--- config.mk ---
export PLATFORM = sky130hd
export DESIGN_NAME = decode_scoreboard
export DESIGN_NICKNAME = d
export VERILOG_FILES = /design/src/rtl/decode_scoreboard_pkg.sv /design/src/rtl/decode_scoreboard_pending_counter.sv /design/src/rtl/decode_scoreboard.sv
export SDC_FILE = /design/constraint.sdc
export NUM_CORES = 1
export LEC_CHECK = 0
export ABC_AREA = 1
export ABC_CLOCK_PERIOD_IN_PS = 3600
export CORE_ASPECT_RATIO = 1.2
export CORE_MARGIN = 5
export CORE_UTILIZATION = 60
export CTS_BUF_LIST = sky130_fd_sc_hd__clkbuf_8
export CTS_CLUSTER_SIZE = 25
export DETAILED_ROUTE_END_ITERATION = 12
export DONT_BUFFER_PORTS = 1
export HOLD_SLACK_MARGIN = 0.03
export PLACE_DENSITY_LB_ADDON = 0.08
export SETUP_SLACK_MARGIN = 0.15
export SLEW_MARGIN = 30
export SYNTH_ARGS = -nofsm -noshare
export SYNTH_HDL_FRONTEND = slang
export SYNTH_SLANG_ARGS = --single-unit
--- constraint.sdc ---
create_clock -name I_CLOCK -period 3.6 [get_ports I_CLOCK]
set_clock_uncertainty 0.05 [all_clocks]
set_input_delay 0.54 -clock I_CLOCK [delete_from_list [all_inputs] [get_ports I_CLOCK]]
set_output_delay 0.54 -clock I_CLOCK [all_outputs]
set_load 0.05 [all_outputs]
--- src/rtl/decode_scoreboard_pkg.sv ---
// Shared constants, enable-bit positions and FSM encoding for the decode scoreboard.
// Latency: n/a. Backpressure: n/a.
package decode_scoreboard_pkg;

    localparam int NUM_RF        = 16;
    localparam int NUM_VRF       = 64;
    localparam int VREG_ID_WIDTH = $clog2(NUM_VRF);
    localparam int RF_IDX_WIDTH  = 4;
    localparam int CNT_WIDTH     = 2;

    // {CC,V,S} positions in I_DestWrite / I_WBEn
    localparam int WB_S  = 0;
    localparam int WB_V  = 1;
    localparam int WB_CC = 2;

    // {CC,V2,V1,S2,S1} positions in I_SrcUse
    localparam int SRC_S1 = 0;
    localparam int SRC_S2 = 1;
    localparam int SRC_V1 = 2;
    localparam int SRC_V2 = 3;
    localparam int SRC_CC = 4;

    typedef enum logic {
        SCBD_IDLE    = 1'b0,
        SCBD_BR_WAIT = 1'b1
    } scbd_state_e;

endpackage

--- src/rtl/decode_scoreboard_pending_counter.sv ---
// Saturating pending-write counter for one register; flags overflow/underflow.
// Latency: count updates on the clock edge; pend_o is combinational on the current count.
// Backpressure: none; en_i low freezes the count. SCBD_BYPASS_EN releases pend_o on the last writeback.
module decode_scoreboard_pending_counter
    import decode_scoreboard_pkg::*;
#(
    parameter int CNT_W = CNT_WIDTH
) (
    input  logic clk_i,
    input  logic rst_ni,
    input  logic en_i,
    input  logic inc_i,
    input  logic dec_i,
    output logic pend_o,
    output logic err_o
);

    localparam logic [CNT_W-1:0] CNT_MAX = '1;
    localparam logic [CNT_W-1:0] CNT_ONE = CNT_W'(1);

    logic [CNT_W-1:0] cnt_q, cnt_d;

    always_comb begin
        cnt_d = cnt_q;
        err_o = 1'b0;
        if (en_i) begin
            case ({inc_i, dec_i})
                2'b10: begin
                    if (cnt_q == CNT_MAX) err_o = 1'b1;
                    else                  cnt_d = cnt_q + CNT_ONE;
                end
                2'b01: begin
                    if (cnt_q == '0) err_o = 1'b1;
                    else             cnt_d = cnt_q - CNT_ONE;
                end
                default: cnt_d = cnt_q;
            endcase
        end
    end

    always_ff @(posedge clk_i or negedge rst_ni) begin
        if (!rst_ni) cnt_q <= '0;
        else         cnt_q <= cnt_d;
    end

`ifdef SCBD_BYPASS_EN
    // RF is written in the first half-cycle, so the final writeback already satisfies a reader.
    assign pend_o = (cnt_q != '0) & ~((cnt_q == CNT_ONE) & dec_i);
`else
    assign pend_o = (cnt_q != '0);
`endif

endmodule

--- src/rtl/decode_scoreboard.sv ---
// Decode hazard/issue controller: pending-write counters per RF/VRF/CC register, dep and branch stalls.
// Latency: issue and stalls are combinational (0 cycles); stall release 1 cycle after the clearing writeback edge.
// Backpressure: I_GPUStallSignal / I_LOCK=0 block issue; SCBD_BYPASS_EN enables same-cycle writeback release.
module decode_scoreboard
    import decode_scoreboard_pkg::*;
(
    input  logic                     I_CLOCK,
    input  logic                     I_RESET_N,
    input  logic                     I_LOCK,
    input  logic                     I_FE_Valid,
    input  logic [3:0]               I_Src1Idx,
    input  logic [3:0]               I_Src2Idx,
    input  logic [VREG_ID_WIDTH-1:0] I_VSrc1Idx,
    input  logic [VREG_ID_WIDTH-1:0] I_VSrc2Idx,
    input  logic [4:0]               I_SrcUse,
    input  logic                     I_IsCtrl,
    input  logic [3:0]               I_DestIdx,
    input  logic [VREG_ID_WIDTH-1:0] I_VDestIdx,
    input  logic [2:0]               I_DestWrite,
    input  logic                     I_GPUStallSignal,
    input  logic [3:0]               I_WriteBackRegIdx,
    input  logic [VREG_ID_WIDTH-1:0] I_WriteBackVRegIdx,
    input  logic [2:0]               I_WBEn,
    input  logic                     I_WriteBackPCEn,
    output logic                     O_DepStallSignal,
    output logic                     O_BranchStallSignal,
    output logic                     O_Issue,
    output logic                     O_Error
);

    scbd_state_e        state_q, state_d;
    logic               err_q, err_d;
    logic               dep;
    logic               issue;
    logic               dep_stall;
    logic               branch_stall;

    logic [NUM_RF-1:0]  pend_rf, err_rf;
    logic [NUM_VRF-1:0] pend_vrf, err_vrf;
    logic               pend_cc, err_cc;

    for (genvar i = 0; i < NUM_RF; i++) begin : g_rf
        decode_scoreboard_pending_counter u_cnt (
            .clk_i  (I_CLOCK),
            .rst_ni (I_RESET_N),
            .en_i   (I_LOCK),
            .inc_i  (issue & I_DestWrite[WB_S] & (I_DestIdx == RF_IDX_WIDTH'(i))),
            .dec_i  (I_WBEn[WB_S] & (I_WriteBackRegIdx == RF_IDX_WIDTH'(i))),
            .pend_o (pend_rf[i]),
            .err_o  (err_rf[i])
        );
    end

    for (genvar i = 0; i < NUM_VRF; i++) begin : g_vrf
        decode_scoreboard_pending_counter u_cnt (
            .clk_i  (I_CLOCK),
            .rst_ni (I_RESET_N),
            .en_i   (I_LOCK),
            .inc_i  (issue & I_DestWrite[WB_V] & (I_VDestIdx == VREG_ID_WIDTH'(i))),
            .dec_i  (I_WBEn[WB_V] & (I_WriteBackVRegIdx == VREG_ID_WIDTH'(i))),
            .pend_o (pend_vrf[i]),
            .err_o  (err_vrf[i])
        );
    end

    decode_scoreboard_pending_counter u_cnt_cc (
        .clk_i  (I_CLOCK),
        .rst_ni (I_RESET_N),
        .en_i   (I_LOCK),
        .inc_i  (issue & I_DestWrite[WB_CC]),
        .dec_i  (I_WBEn[WB_CC]),
        .pend_o (pend_cc),
        .err_o  (err_cc)
    );

    assign dep = I_FE_Valid & ((I_SrcUse[SRC_S1] & pend_rf[I_Src1Idx])   |
                               (I_SrcUse[SRC_S2] & pend_rf[I_Src2Idx])   |
                               (I_SrcUse[SRC_V1] & pend_vrf[I_VSrc1Idx]) |
                               (I_SrcUse[SRC_V2] & pend_vrf[I_VSrc2Idx]) |
                               (I_SrcUse[SRC_CC] & pend_cc));

    // Outputs are forced low while reset is asserted, even with a valid instruction presented.
    always_comb begin
        state_d      = state_q;
        issue        = 1'b0;
        dep_stall    = 1'b0;
        branch_stall = 1'b0;
        if (I_RESET_N & I_LOCK) begin
            case (state_q)
                SCBD_IDLE: begin
                    dep_stall    = dep;
                    issue        = I_FE_Valid & ~dep & ~I_GPUStallSignal;
                    branch_stall = I_FE_Valid & I_IsCtrl;
                    if (issue & I_IsCtrl) state_d = SCBD_BR_WAIT;
                end
                SCBD_BR_WAIT: begin
                    branch_stall = 1'b1;
                    if (I_WriteBackPCEn) state_d = SCBD_IDLE;
                end
                default: state_d = SCBD_IDLE;
            endcase
        end
    end

    assign err_d = err_q | (|err_rf) | (|err_vrf) | err_cc;

    always_ff @(posedge I_CLOCK or negedge I_RESET_N) begin
        if (!I_RESET_N) begin
            state_q <= SCBD_IDLE;
            err_q   <= 1'b0;
        end else begin
            state_q <= state_d;
            err_q   <= err_d;
        end
    end

    assign O_DepStallSignal    = dep_stall;
    assign O_BranchStallSignal = branch_stall;
    assign O_Issue             = issue;
    assign O_Error             = err_q;

endmodule

# Yosys cells after proc, flatten, opt, wreduce, memory -nomap -nowiden

Cells that the tools add are included.

Add/subtract/negate cells: 162
Multiplexer cells: 584
Bitwise operators: 184
Equal/unequal tests: 561
Reductions and logical operators: 330
$lt $le $gt $ge: 4

Operators by type and width:

| cell                                                | count |
|---|---|
| equality test 6 bit, second input constant          | 64 |
| equality test 2 bit, second input constant          | 162 |
| two-way mux 2 bit                                   | 162 |
| inequality test 2 bit, second input constant        | 162 |
| case mux 2 bit (2 select lines)                     | 81 |
| AND reduction 4 bit                                 | 81 |
| nonzero test 2 bit                                  | 162 |
| two-way mux 1 bit                                   | 254 |
| equality test 6 x 5 -> 1 bit, second input constant | 32 |
| bitwise AND 1 bit                                   | 174 |
| case mux 1 bit (2 select lines)                     | 83 |
| adder 2 x 1 -> 2 bit, second input constant         | 81 |
| equality test 2 x 1 -> 1 bit, second input constant | 81 |
| logical NOT 2 bit                                   | 81 |
| subtractor 2 x 1 -> 2 bit, second input constant    | 81 |
| equality test 6 x 4 -> 1 bit, second input constant | 16 |
| equality test 4 bit, second input constant          | 16 |
| OR reduction 64 bit                                 | 1 |
| equality test 6 x 3 -> 1 bit, second input constant | 8 |
| equality test 4 x 3 -> 1 bit, second input constant | 8 |
| equality test 6 x 2 -> 1 bit, second input constant | 4 |
| equality test 4 x 2 -> 1 bit, second input constant | 4 |
| OR reduction 16 bit                                 | 1 |
| < comparator 6 x 7 -> 1 bit, second input constant  | 2 |
| 9 further kinds                                     | 24 |

Input port bits: 58
Word-level logic and storage cells: 1908
Flip-flop bits (word level): 164

# Depth between registers and ports, before layout

Gate-level depths: netlist of the first run.

Depth after elaboration: 23
Depth in mapped cells: 26

# Hierarchy

From an unflattened synthesis of the first run, not the netlist that was laid out.

Cells, all modules: 3371
Area total of the unflattened synthesis: 20360.8 um^2

Modules (own cells, without submodules):

| module                                                  | instances | cells an instance | area each (um^2) | seq. area each (um^2) |
|---|---|---|---|---|
| decode_scoreboard_pending_counter (g_vrf[31].u_cnt ...) | 41        | 32                | 209.0            | 50.0 |
| decode_scoreboard_pending_counter (g_rf[0].u_cnt ...)   | 40        | 32                | 206.4            | 50.0 |
| decode_scoreboard                                       | 1         | 779               | 3535.9           | 50.0 |

# Least setup slack after synthesis of the first run

Ideal clock, no wire load.

Path type: input -> register
Start point: input I_VSrc1Idx[0]
End point: register err_q, in the netlist O_Error
Stages on the path: 23
Required time: 3.431 ns
Arrival: 3.748 ns
Slack: -0.317 ns
Cells stage by stage: buf_2 inv_2 buf_4 nand2_1 nand3_1 nand3_1 nand2_1 nand2_1 nand3_1 nand3_1 nand3_1 nand2_1 nor3b_1 nand2_1 ha_1 inv_1 o21ai_0 a31oi_1 o211ai_1 nor2_1 nand4_1 nor2_1 nand2_1

Word-level cells in the longest chain between the ends: 21
Elaborated cells on any way between the ends: 424
Those cells by class: 162 x eq/ne; 166 x mux; 94 x bitwise; 2 x reduce/logical

Ends and longest elaborated chain:

| what                                                                       | RTL line                                | source |
|---|---|---|
| start: declaration                                                         | decode_scoreboard.sv:13                 | `input logic [VREG_ID_WIDTH-1:0] I_VSrc1Idx,` |
| binary-select mux 1 bit (select 6 bit) *                                   | decode_scoreboard.sv:78                 | `(I_SrcUse[SRC_V1] & pend_vrf[I_VSrc1Idx]) \|` |
| two-way mux 1 bit (not written as such) *                                  | decode_scoreboard.sv:78                 |  |
| bitwise AND 1 bit *                                                        | decode_scoreboard.sv:78                 |  |
| bitwise OR 1 bit *                                                         | decode_scoreboard.sv:77                 | `(I_SrcUse[SRC_S2] & pend_rf[I_Src2Idx]) \|` |
| bitwise OR 1 bit *                                                         | decode_scoreboard.sv:78                 |  |
| bitwise OR 1 bit *                                                         | decode_scoreboard.sv:79                 | `(I_SrcUse[SRC_V2] & pend_vrf[I_VSrc2Idx]) \|` |
| bitwise AND 1 bit *                                                        | decode_scoreboard.sv:76                 | `assign dep = I_FE_Valid & ((I_SrcUse[SRC_S1] & pend_rf[I_Src1Idx]) \|` |
| NOT 1 bit *                                                                | decode_scoreboard.sv:92                 | `issue = I_FE_Valid & ~dep & ~I_GPUStallSignal;` |
| (+4 left out)                                                              | -                                       |  |
| net O_Issue                                                                | decode_scoreboard.sv:27                 | `output logic O_Issue,` |
| bitwise AND 1 bit (2 in a row)                                             | decode_scoreboard.sv:47                 | `.inc_i (issue & I_DestWrite[WB_S] & (I_DestIdx == RF_IDX_WIDTH'(i))),` |
| equality test 2 x 1 -> 1 bit / equality test 2 bit (equally long branches) | decode_scoreboard_pending_counter.sv:27 | `case ({inc_i, dec_i})` |
| case mux 1 bit (2 select lines)                                            | decode_scoreboard_pending_counter.sv:27 |  |
| two-way mux 1 bit                                                          | decode_scoreboard_pending_counter.sv:26 | `if (en_i) begin` |
| OR reduction 16 bit                                                        | decode_scoreboard.sv:105                | `assign err_d = err_q \| (\|err_rf) \| (\|err_vrf) \| err_cc;` |
| bitwise OR 1 bit (2 in a row)                                              | decode_scoreboard.sv:105                |  |
| bitwise OR 1 bit *                                                         | decode_scoreboard.sv:105                |  |
| net err_d                                                                  | decode_scoreboard.sv:32                 | `logic err_q, err_d;` |
| end signal: assignment                                                     | decode_scoreboard.sv:113                | `err_q <= err_d;` |
| end: declaration                                                           | decode_scoreboard.sv:32                 |  |

Mark *: on every way through the listed nets, which the timed path passes. The rest lies on a longest branch. The select of a mux whose other input is x is not followed.
A chain may end at the register's enable or synchronous reset.

# Worst setup path after layout of the first run

Start point: register g_rf[12].u_cnt.cnt_q[1]
End point: register err_q, in the netlist O_Error

Word-level cells in the longest chain between the ends: 23
Elaborated cells on any way between the ends: 433
Those cells by class: 163 x eq/ne; 170 x mux; 96 x bitwise; 4 x reduce/logical

Ends and longest elaborated chain:

| what                                                                       | RTL line                                         | source |
|---|---|---|
| start: declaration                                                         | decode_scoreboard_pending_counter.sv:21          | `logic [CNT_W-1:0] cnt_q, cnt_d;` |
| start signal: assignment                                                   | decode_scoreboard_pending_counter.sv:43          | `else cnt_q <= cnt_d;` |
| nonzero test 2 bit                                                         | decode_scoreboard_pending_counter.sv:50          | `assign pend_o = (cnt_q != '0);` |
| binary-select mux 1 bit (select 4 bit), on equally long branches           | decode_scoreboard.sv:76, decode_scoreboard.sv:77 |  |
| two-way mux 1 bit, on equally long branches                                | decode_scoreboard.sv:76, decode_scoreboard.sv:77 |  |
| bitwise AND 1 bit, on equally long branches                                | decode_scoreboard.sv:76, decode_scoreboard.sv:77 |  |
| bitwise OR 1 bit                                                           | decode_scoreboard.sv:76                          |  |
| bitwise OR 1 bit                                                           | decode_scoreboard.sv:77                          |  |
| bitwise OR 1 bit                                                           | decode_scoreboard.sv:78                          |  |
| bitwise OR 1 bit                                                           | decode_scoreboard.sv:79                          |  |
| (+6 left out)                                                              | -                                                |  |
| bitwise AND 1 bit (2 in a row)                                             | decode_scoreboard.sv:47                          |  |
| equality test 2 x 1 -> 1 bit / equality test 2 bit (equally long branches) | decode_scoreboard_pending_counter.sv:27          |  |
| case mux 1 bit (2 select lines)                                            | decode_scoreboard_pending_counter.sv:27          |  |
| two-way mux 1 bit                                                          | decode_scoreboard_pending_counter.sv:26          |  |
| OR reduction 16 bit                                                        | decode_scoreboard.sv:105                         |  |
| bitwise OR 1 bit (2 in a row)                                              | decode_scoreboard.sv:105                         |  |
| bitwise OR 1 bit *                                                         | decode_scoreboard.sv:105                         |  |
| net err_d                                                                  | decode_scoreboard.sv:32                          |  |

Marked as above.

==> flow_summary_export.csv, run 1 <==
group,metric,value,unit
placed_design,placed_cells_incl_taps,2861,
synth,synthDistinctLibCells,36,
floorplan,num_rows,66,
floorplan,start_util,60.94,%
global_routing,antenna_found_initial,1,
detailed_routing,vias_per_cell,5.705,
timing,timing.hold.ws,-313.6,ps
global_routing,grt_pass1_vias,16061,
placed_design,placed_area,17980,sq um
clock_tree,clock_latency,490,ps
placed_design,numPortBuffers,0,
outcome,violations,"hold timing",
cells_and_area,final_nets,2798,
detailed_routing,first_pass_iters,9,
placed_design,pre_cts_ws,-201.3,ps
min_path,min_path_type,"primary input to async pin",
detailed_routing,postRouteAntennaNets,0,
synth,syn_inst,2423,
detailed_routing,routed_wl,53.81,mm
worst_setup_path,crit_type,"flop to flop",
floorplan,die_y,192.0,um
detailed_routing,vias,16721,
detailed_routing,wl_per_cell,18.36,um
timing,tightest_slew,744.8,ps
synth,synth_largest_area_cell,"dfrtp_1",
timing,setup_viol,0,
synth,syn-num-nets,2643,
global_routing,overflow,0,
clock_tree,root_buffer,"clkbuf_8",
detailed_routing,drc,0,
timing,slew_headroom,50.30,%
synth,ys.flop_type,"dfrtp_1",
floorplan,die_x,161.6,um
worst_setup_path,r2r_start,"g_rf[12].u_cnt.cnt_q[1]",
clock_tree,cts_tree,"done",
cells_and_area,area_growth,14.80,%
timing,hold_viol,164,
worst_setup_path,critPathLaunchType,"flop",
run,cap_violations,0,
clock_tree,clk_pin_slew,100,ps
synth,syn_area_per_cell,6.833,sq um
cells_and_area,drive_gt1_share,14.55,%
floorplan,core-area,27170,sq um
placed_design,hpwl,38.84,mm
floorplan,ios,62,
power,p_per_area,336.7,nW/um^2
worst_setup_path,cp-end-kind,"flop",
power,vdd_ir_drop_max,0.2474,mV
timing,max_freq,0.2784,GHz
clock_tree,cts-htree-levels,4,
cells_and_area,nFillCells,2371,
timing,period_minus_slack,3592,ps
worst_setup_path,required,3930,ps
worst_setup_path,crit_fanout,7,
synth,yosysSeqAreaShare,24.79,%
synth,synth-edff-count,0,
worst_setup_path,critPathLaunch,"g_rf[12].u_cnt.cnt_q[1]",
synth,ys_top_cells_by_area,"dfrtp_1, ha_1, inv_1, nand2_1, nor2_1",
synth,netlist_area,16560,sq um
cells_and_area,fin_area,19010,sq um
global_routing,grt_pass1_wl,82.54,mm
detailed_routing,drtIter0Drc,1402,
cells_and_area,n_antenna_cell,0,
synth,ys_warn_count,0,
clock_tree,numCtsBuffers,17,
synth,synth-async-reset-ratio,100.0,%
power,p_leak,0.009020,uW
timing,setup_slack,8.350,ps
timing,slew_viol_final,0,
synth,yosys.area.top_type_share,24.79,%
worst_setup_path,critPathArrivalTime,3920,ps
cells_and_area,fin_cells,2931,
placed_design,gp_congestion,0.9790,
global_routing,grt_util_all_layers,33.84,%
floorplan,die-area,31030,sq um
timing,rsz0062_at_grt,"true",
timing,period_share,99.77,%
clock_tree,clockBufferDepth,2,
global_routing,grt_max_degree,168,
clock_tree,cts_sinks,164,
timing,tns,0,ps
outcome,status,"finished, violations left",
synth,synth-seq-cells,164,
[state kept, by name, summed over array words and instances (netlist names)]
signal	count
g_rf.u_cnt.cnt_q	32
u_cnt_cc.cnt_q	2
state_q	1
g_vrf.u_cnt.cnt_q	128
O_Error	1
[metrics by stage]
stage | util (%) | total power, uW | hold WS, ps
detailed placement | 66.19 | 4672 | 199.4
CTS | 68.14 | 6242 | -335.3
global route | 69.96 | 6729 | -344.8
floorplan | - | 3806 | 194.4
global placement | 66.19 | 4610 | 198.7
finish | 69.96 | 6400 | -313.6
[metal layers]
layer | vias to the layer above | GRT usage (%) | part of all wire [%]
li1 | 7918 | - | -
met1 | 7861 | 38.17 | 37
met2 | 708 | 57.62 | 46
met3 | 232 | 6.825 | 8.4
met4 | 2 | 23.33 | 8.2
met5 | - | 0 | 0.024
[area by class of cell]
type,count,area (sq um),area share [%]
tap,340,425.4,2.238
inverter,444,1667,8.768
clock inverter,14,175.2,0.9216
timing repair buffer,215,1819,9.571
sequential,164,4104,21.59
multi-input combinational,1736,10570,55.61
clock buffer,18,247.7,1.303
[synthesized netlist by cell type (all sizes together) (38+ instances only)]
| master | instances |
|---|---|
| nand3b | 53 |
| xor2 | 92 |
| buf | 38 |
| inv | 443 |
| ha | 162 |
| dfrtp | 164 |
| nand2 | 403 |
| o21ai | 75 |
| xnor2 | 99 |
| nand3 | 214 |
| nand4 | 112 |
| nor2 | 408 |
| mux2 | 52 |
| clkbuf | 41 |
[logic make-up after synthesis]
kind of cell / count (synthesis) / synth area share, %
XOR/XNOR: 191 / 10.10
flip-flops: 164 / 24.79
multiplexers: 52 / 3.537
adder cells (fa/ha/maj): 162 / 12.24
buffers and inverters: 523 / 12.65
AO/OA/AOI/OAI: 123 / 4.262
AND/OR/NAND/NOR: 1208 / 32.42
[timing repair]
action,in CTS,in global routing
setup endpoints to repair,12,89
gates resized for setup,21,83
buffers inserted,6,30
cloned,0,2
endpoints found under the hold margin,164,164
pin swaps,4,20
[worst paths after layout]
check                      slack [ps]                  endpoint  cells after the start
min reg2reg                       450  g_vrf[50].u_cnt.cnt_q[1]                      1
min in group I_CLOCK              130                   state_q                      2
max reg2reg                         8                   O_Error                     23
min                              -310    g_rf[0].u_cnt.cnt_q[1]                      0
max in group asynchronous        3540  g_vrf[47].u_cnt.cnt_q[1]                      0
max                                 8                   O_Error                     23
[cell usage in the layout, fill, tap and decap left out, drive strengths merged, types with 6 or more instances in the layout]
cell	netlist	final
o21ai	75	75
nand3b	53	53
nand4	112	112
o211ai	8	8
ha	162	162
mux2	52	52
nor2	408	408
xor2	92	92
buf	38	213
nand2	403	403
nand3	214	214
xnor2	99	99
nor3	8	8
inv	443	449
dfrtp	164	164
or2	6	6
a41o	8	8
a41oi	6	6
clkbuf	41	20
a21oi	22	22
[report_power, final]
| group | internal (uW) | total (uW) | switching (uW) |
|---|---|---|---|
| Combinational | 1070 | 2410 | 1340 |
| Sequential | 2160 | 2480 | 324 |
| Clock | 715 | 1510 | 793 |
[worst max-delay path: stages (launching register included)]
cell and delay [ps]:
dfrtp_1 390, or2_4 290, nand2_1 70, nand3_1 60, o21ai_0 90, o21ai_0 120
a21oi_1 120, nor2_1 80, nor2_4 120, nand2_2 90, nor2_4 200, buf_12 150
buf_12 130, buf_4 110, nand4_1 90, ha_2 340, inv_1 40, nand2_1 70
a41o_1 280, nand2_2 110, nor2_4 170, nand4_1 120, nor2_2 140, nand2_1 70
Power figures use the tool's default switching activity.
==> run 2: changes to the inputs <==
--- a/config.mk
+++ b/config.mk
@@ -7,14 +7,15 @@
 export LEC_CHECK = 0
 export ABC_AREA = 1
 export ABC_CLOCK_PERIOD_IN_PS = 3600
+export CELL_PAD_IN_SITES_DETAIL_PLACEMENT = 0
+export CELL_PAD_IN_SITES_GLOBAL_PLACEMENT = 1
 export CORE_ASPECT_RATIO = 1.2
 export CORE_MARGIN = 5
-export CORE_UTILIZATION = 60
+export CORE_UTILIZATION = 49
 export CTS_BUF_LIST = sky130_fd_sc_hd__clkbuf_8
 export CTS_CLUSTER_SIZE = 25
 export DETAILED_ROUTE_END_ITERATION = 12
 export DONT_BUFFER_PORTS = 1
-export HOLD_SLACK_MARGIN = 0.03
 export PLACE_DENSITY_LB_ADDON = 0.08
 export SETUP_SLACK_MARGIN = 0.15
 export SLEW_MARGIN = 30
==> run 2 against run 1 <==
  * The run still ends with hold timing left
  * Register-to-register slack gained 60 ps
  * Core utilization fell by 4.8 points
  * Maximum frequency increased by 1.8%
  * Setup slack better by 64 ps
  * Routed wire length is 8.4% higher
  * Die area is 21% higher
  * Cell area is 14% higher
  * Global-route usage down 3.4 points
  * First-iteration DRC count fell by 25%
  * Clock power fell by 7%
  * Critical path depth grew 1
  * Worst hold slack worse by 30 ps
  * Critical endpoint unchanged
  * Largest power group is now combinational cells
  * Highest routed layer unchanged
==> flow_summary_export.csv, run 2 (synthesis results as in run 1) <==
group,metric,value,unit
cells_and_area,fin_cells,3265,
power,p_seq_share,34.4,%
clock_tree,cts_tree,"done",
cells_and_area,layout_common_cells,"inv_1, nand2_1, buf_4",
timing,tightest_slew,750.0,ps
placed_design,gp_congestion,0.9496,
clock_tree,clock_latency,520,ps
run,cap_violations,0,
clock_tree,numCtsBuffers,17,
floorplan,ios,62,
worst_setup_path,reg2regPathDepth,24,
power,internal_power,4298,uW
detailed_routing,drtIter0Drc,1055,
cells_and_area,reg.largest.list,"g_vrf.u_cnt.cnt_q (128), g_rf.u_cnt.cnt_q (32), u_cnt_cc.cnt_q (2)",
timing,period_minus_slack,3527,ps
detailed_routing,vias_per_cell,5.247,
worst_setup_path,crit_top_cell,"nand2_1",
placed_design,placed_cells_incl_taps,3171,
timing,period_share,97.99,%
worst_setup_path,crit_fanout,7,
global_routing,grt_max_degree,168,
min_path,min_path_type,"primary input to async pin",
power,clkPwrFrac,20.2,%
global_routing,grt_pass1_vias,16292,
floorplan,start_util,49.80,%
detailed_routing,wl_per_cell,17.86,um
clock_tree,clockBufferDepth,2,
detailed_routing,vias,17133,
timing,slew_headroom,49.88,%
worst_setup_path,rrSetupSlack,70,ps
detailed_routing,first_pass_iters,6,
cells_and_area,area_growth,30.86,%
worst_setup_path,r2r_start,"g_rf[3].u_cnt.cnt_q[0]",
floorplan,die_x,177.8,um
global_routing,antenna_found_initial,1,
worst_setup_path,reg2reg_to,"O_Error",
worst_setup_path,critPathTopFamily,"simple AND/OR/NAND/NOR gates",
worst_setup_path,cpPeakStageDelay,390,ps
power,combPwrFrac,45.4,%
worst_setup_path,required,3970,ps
clock_tree,cts-htree-levels,4,
power,switchingPower,2621,uW
cells_and_area,mostFrequentLayoutCell,"inv_1",
power,p_per_area,319.3,nW/um^2
power,vdd_ir_drop_max,0.2066,mV
cells_and_area,drive_gt1_share,25.12,%
timing,rsz0062_at_grt,"true",
cells_and_area,final_nets,3022,
clock_tree,root_buffer,"clkbuf_8",
timing,slew_viol_final,0,
detailed_routing,routed_wl,58.31,mm
power,p_leak,0.01030,uW
timing,setup_slack,72.52,ps
worst_setup_path,crit_buf_inv,7,
timing,max_freq,0.2835,GHz
timing,tns,0,ps
timing,hold_viol,164,
timing,setup_viol,0,
floorplan,core-area,33250,sq um
detailed_routing,drc,0,
placed_design,pre_cts_ws,-319.4,ps
floorplan,die-area,37580,sq um
clock_tree,clk_pin_slew,100,ps
detailed_routing,postRouteAntennaNets,0,
worst_setup_path,crit_chain,"or2_4, nand2_1, o211ai_1, nand3_1, nand2_1, o21ai_2, nor2_2, nor2_4, buf_6, nand2_4, nor2_4, buf_6, buf_8, buf_12, buf_8, buf_4, nand4_1, ha_2, inv_1, nand3_1, nand4_1, nor4_2, and3_1, nand2_1",
outcome,violations,"hold timing",
cells_and_area,nFillCells,3103,
timing,timing.hold.ws,-344.0,ps
cells_and_area,post-route-util,65.17,%
global_routing,overflow,0,
worst_setup_path,cp_slowest_cell,"dfrtp_1",
placed_design,numPortBuffers,0,
floorplan,num_rows,73,
worst_setup_path,critPathLaunchType,"flop",
cells_and_area,n_antenna_cell,0,
global_routing,grt_pass1_wl,88.11,mm
worst_setup_path,crit_type,"flop to flop",
power,switching_share,37.88,%
worst_setup_path,cp-end-kind,"flop",
cells_and_area,largest_reg_flops,128,
placed_design,hpwl,42.50,mm
cells_and_area,regMostFlops,"g_vrf.u_cnt.cnt_q",
outcome,status,"finished, violations left",
global_routing,grt_util_all_layers,30.42,%
placed_design,placed_area,19700,sq um
worst_setup_path,critPathArrivalTime,3890,ps
cells_and_area,fin_area,21670,sq um
floorplan,die_y,211.4,um
clock_tree,cts_sinks,164,
run 2: cell types whose count changed in the layout (fill, tap and decap cells not counted), sizes merged:
cell and change:
clkbuf +3, clkinv +2, inv -3, buf +223, nand3 +1, bufinv -2
run 2: through the flow:
| step | hold slack, ps | power [uW] |
|---|---|---|
| 2_1_floorplan | 194.4 | 3806 |
| 3_3_place_gp | 199.9 | 5061 |
| 3_5_place_dp | 200.5 | 5124 |
| 4_1_cts | -373.6 | 6686 |
| 5_1_grt | -372.5 | 7290 |
| 6_report | -344.0 | 6919 |
run 2: metal layers:
layer  GRT usage [%]  vias to the layer above  wire length [um]  share of wire [%]
met5               0                        -                13              0.022
met4           14.75                        2              3285                5.6
met3           5.054                      149              3551                6.1
met2           53.52                      509             28710                 49
met1           35.88                     8097             22750                 39
li1                -                     8376                 -                  -
run 2: worst max-delay path by stage:
stage / startpoint / end / slack [ps] / cells after the start
after global placement: g_rf[2].u_cnt.cnt_q[1] / O_Error / -260 / 22
after global routing: g_rf[5].u_cnt.cnt_q[1] / O_Error / -110 / 24
final: g_rf[3].u_cnt.cnt_q[0] / O_Error / 70 / 24
after CTS: g_rf[3].u_cnt.cnt_q[1] / O_Error / -20 / 26
after detailed placement: g_rf[3].u_cnt.cnt_q[0] / g_rf[5].u_cnt.cnt_q[1] / -320 / 21
after floorplan: I_VSrc1Idx[0] / O_Error / 230 / 23
run 2: repair_timing:
| item | CTS | global route |
|---|---|---|
| pin swaps | 45 | 86 |
| endpoints found under the hold margin | 164 | 164 |
| endpoints found under the setup margin | 97 | 125 |
| resized for setup | 139 | 183 |
| gates cloned | 1 | 2 |
| buffers inserted | 33 | 26 |
run 2: area by class of cell:
type / instances / area [sq um] / area share, %
Clock inverter: 11 / 85.08 / 0.3927
Inverter: 444 / 1670 / 7.709
Clock buffer: 21 / 289.0 / 1.334
Sequential cell: 164 / 4104 / 18.94
Tap cell: 450 / 563.0 / 2.599
Timing Repair Buffer: 438 / 3667 / 16.93
Multi-Input combinational cell: 1737 / 11290 / 52.10
run 2: power groups by stage:
stage	Combinational [uW]	Sequential (uW)	Clock, uW
2_1_floorplan	1310	2490	0
3_3_place_gp	2670	2390	0
3_5_place_dp	2720	2400	0
4_1_cts	2890	2370	1420
5_1_grt	3370	2420	1500
6_report	3140	2380	1400
==> run 3: changes to the inputs <==
--- a/config.mk
+++ b/config.mk
@@ -10,7 +10,7 @@
 export CELL_PAD_IN_SITES_DETAIL_PLACEMENT = 0
 export CELL_PAD_IN_SITES_GLOBAL_PLACEMENT = 1
 export CORE_ASPECT_RATIO = 1.2
-export CORE_MARGIN = 5
+export CORE_MARGIN = 2
 export CORE_UTILIZATION = 49
 export CTS_BUF_LIST = sky130_fd_sc_hd__clkbuf_8
 export CTS_CLUSTER_SIZE = 25
==> run 3 against run 2 <==
  * The run ends with hold timing, setup timing left
  * Sequential power hardly changed
  * Register-to-register slack worse by 180 ps
  * Cell area is 1.5% higher
  * Via count is 0.76% higher
==> flow_summary_export.csv, run 3 (synthesis results as in run 1) <==
group,metric,value,unit
timing,tightest_slew,734.5,ps
power,p_leak,0.01032,uW
worst_setup_path,rrSetupSlack,-110,ps
floorplan,die_x,171.8,um
cells_and_area,area_growth,32.77,%
worst_setup_path,cp-end-kind,"flop",
global_routing,overflow,0,
detailed_routing,routed_wl,60.10,mm
worst_setup_path,crit_fanout,5,
timing,setup_viol,2,
floorplan,start_util,49.80,%
worst_setup_path,r2r_start,"g_rf[14].u_cnt.cnt_q[0]",
floorplan,die-area,35280,sq um
placed_design,gp_congestion,0.9608,
placed_design,hpwl,41.97,mm
detailed_routing,wl_per_cell,18.76,um
cells_and_area,multi_input_area,11890,sq um
cells_and_area,layout_common_cells,"inv_1, nand2_1, nor2_1",
cells_and_area,largest_reg_flops,128,
global_routing,grt_util_all_layers,33.69,%
worst_setup_path,critPathLaunchType,"flop",
cells_and_area,regArea,4104,sq um
clock_tree,clk_pin_slew,100,ps
global_routing,grt_pass1_wl,89.58,mm
detailed_routing,postRouteAntennaNets,0,
floorplan,ios,62,
worst_setup_path,reg2regPathDepth,27,
timing,slew_viol_final,0,
outcome,violations,"hold timing, setup timing",
timing,setup_slack,-111.9,ps
detailed_routing,vias_per_cell,5.390,
floorplan,core-area,33250,sq um
detailed_routing,drc,0,
power,p_per_area,319.1,nW/um^2
global_routing,antenna_found_initial,2,
power,power,7015,uW
detailed_routing,first_pass_iters,6,
global_routing,grt_max_degree,168,
placed_design,placed_cells_incl_taps,3083,
run,cap_violations,0,
cells_and_area,fin_cells,3203,
worst_setup_path,crit_type,"flop to flop",
clock_tree,root_buffer,"clkbuf_8",
power,vdd_ir_drop_max,0.2328,mV
placed_design,pre_cts_ws,-550.9,ps
timing,hold_viol,164,
cells_and_area,drive_gt1_share,26.73,%
worst_setup_path,critPathArrivalTime,4100,ps
timing,timing.hold.ws,-364.2,ps
timing,rsz0062_at_grt,"true",
detailed_routing,drtIter0Drc,1337,
min_path,min_path_type,"primary input to async pin",
cells_and_area,n_antenna_cell,0,
clock_tree,numCtsBuffers,17,
cells_and_area,reg.largest.list,"g_vrf.u_cnt.cnt_q (128), g_rf.u_cnt.cnt_q (32), u_cnt_cc.cnt_q (2)",
clock_tree,cts_sinks,164,
clock_tree,clockBufferDepth,2,
clock_tree,cts-htree-levels,4,
outcome,status,"finished, violations left",
cells_and_area,regMostFlops,"g_vrf.u_cnt.cnt_q",
cells_and_area,nFillCells,3053,
timing,period_share,103.1,%
cells_and_area,final_nets,2961,
floorplan,die_y,205.4,um
detailed_routing,vias,17263,
cells_and_area,post-route-util,66.12,%
clock_tree,clock_latency,550,ps
timing,period_minus_slack,3712,ps
timing,slew_headroom,50.92,%
clock_tree,cts_tree,"done",
placed_design,numPortBuffers,0,
worst_setup_path,required,3990,ps
worst_setup_path,reg2reg_to,"O_Error",
timing,max_freq,0.2694,GHz
global_routing,grt_pass1_vias,16587,
floorplan,num_rows,73,
cells_and_area,mostFrequentLayoutCell,"inv_1",
## run 3: worst max-delay path by stage
stage / end / slack, ps / startpoint
floorplan: O_Error / 230 / I_VSrc1Idx[0]
CTS: O_Error / -40 / g_rf[14].u_cnt.cnt_q[1]
global route: O_Error / -260 / g_rf[9].u_cnt.cnt_q[0]
detailed placement: O_Error / -550 / g_rf[12].u_cnt.cnt_q[0]
finish: O_Error / -110 / g_rf[14].u_cnt.cnt_q[0]
global placement: O_Error / -470 / g_rf[3].u_cnt.cnt_q[0]
## run 3: critical path, stage by stage (launching register included)
cell and delay [ps]:
dfrtp_1 360, nor2_1 60, buf_4 150, buf_6 120
o211ai_1 180, nand3_1 110, nand3_1 90, nand3_1 90
nand2_2 90, nor2_4 50, buf_6 120, nand2_4 70
nor2_4 40, buf_12 140, buf_6 120, nand3_4 70
buf_12 150, buf_8 130, buf_6 130, nor2_4 40
ha_4 150, nand3_2 80, o21ai_2 60, nand3_1 90
nand4_1 160, nor4_4 370, and3_4 300, nand2_2 50
## run 3: repair_timing
action                                 4_1_cts  5_1_grt
setup endpoints to repair                   65      123
setup buffers                               43       42
gates cloned                                 4        0
gates resized for setup                    169      304
endpoints found under the hold margin      164      164
pin swaps                                   35      107
## run 3: area by class of cell
type / instances / share of cell area, %
flip-flops and latches: 164 / 18.67
multi-input cells: 1736 / 54.10
repair buffers: 378 / 15.19
clock inverters: 12 / 0.7001
clock buffers: 19 / 1.190
well taps: 450 / 2.561
inverters: 444 / 7.599
## run 3: through the flow
stage          hold slack (ps)  setup TNS (ps)  area (sq um)
6_report                -364.2          -115.8         21980
4_1_cts                 -397.1          -42.49         20430
3_3_place_gp             198.1          -669.3         19040
2_1_floorplan            194.4               0         16560
3_5_place_dp             198.6           -1217         19040
5_1_grt                 -386.2           -1944         21980
## run 3: power breakdown
group          internal, uW  switching [uW]  total, uW
sequential             2160             245       2400
combinational          1450            1620       3070
clock                   720             818       1540
## run 3: metal layers
metal  routed length (um)  global-route usage, %
met1                23390                  37.85
met5                   24                      0
met3                 3461                  5.943
met2                28570                  57.86
met4                 4660                  23.05
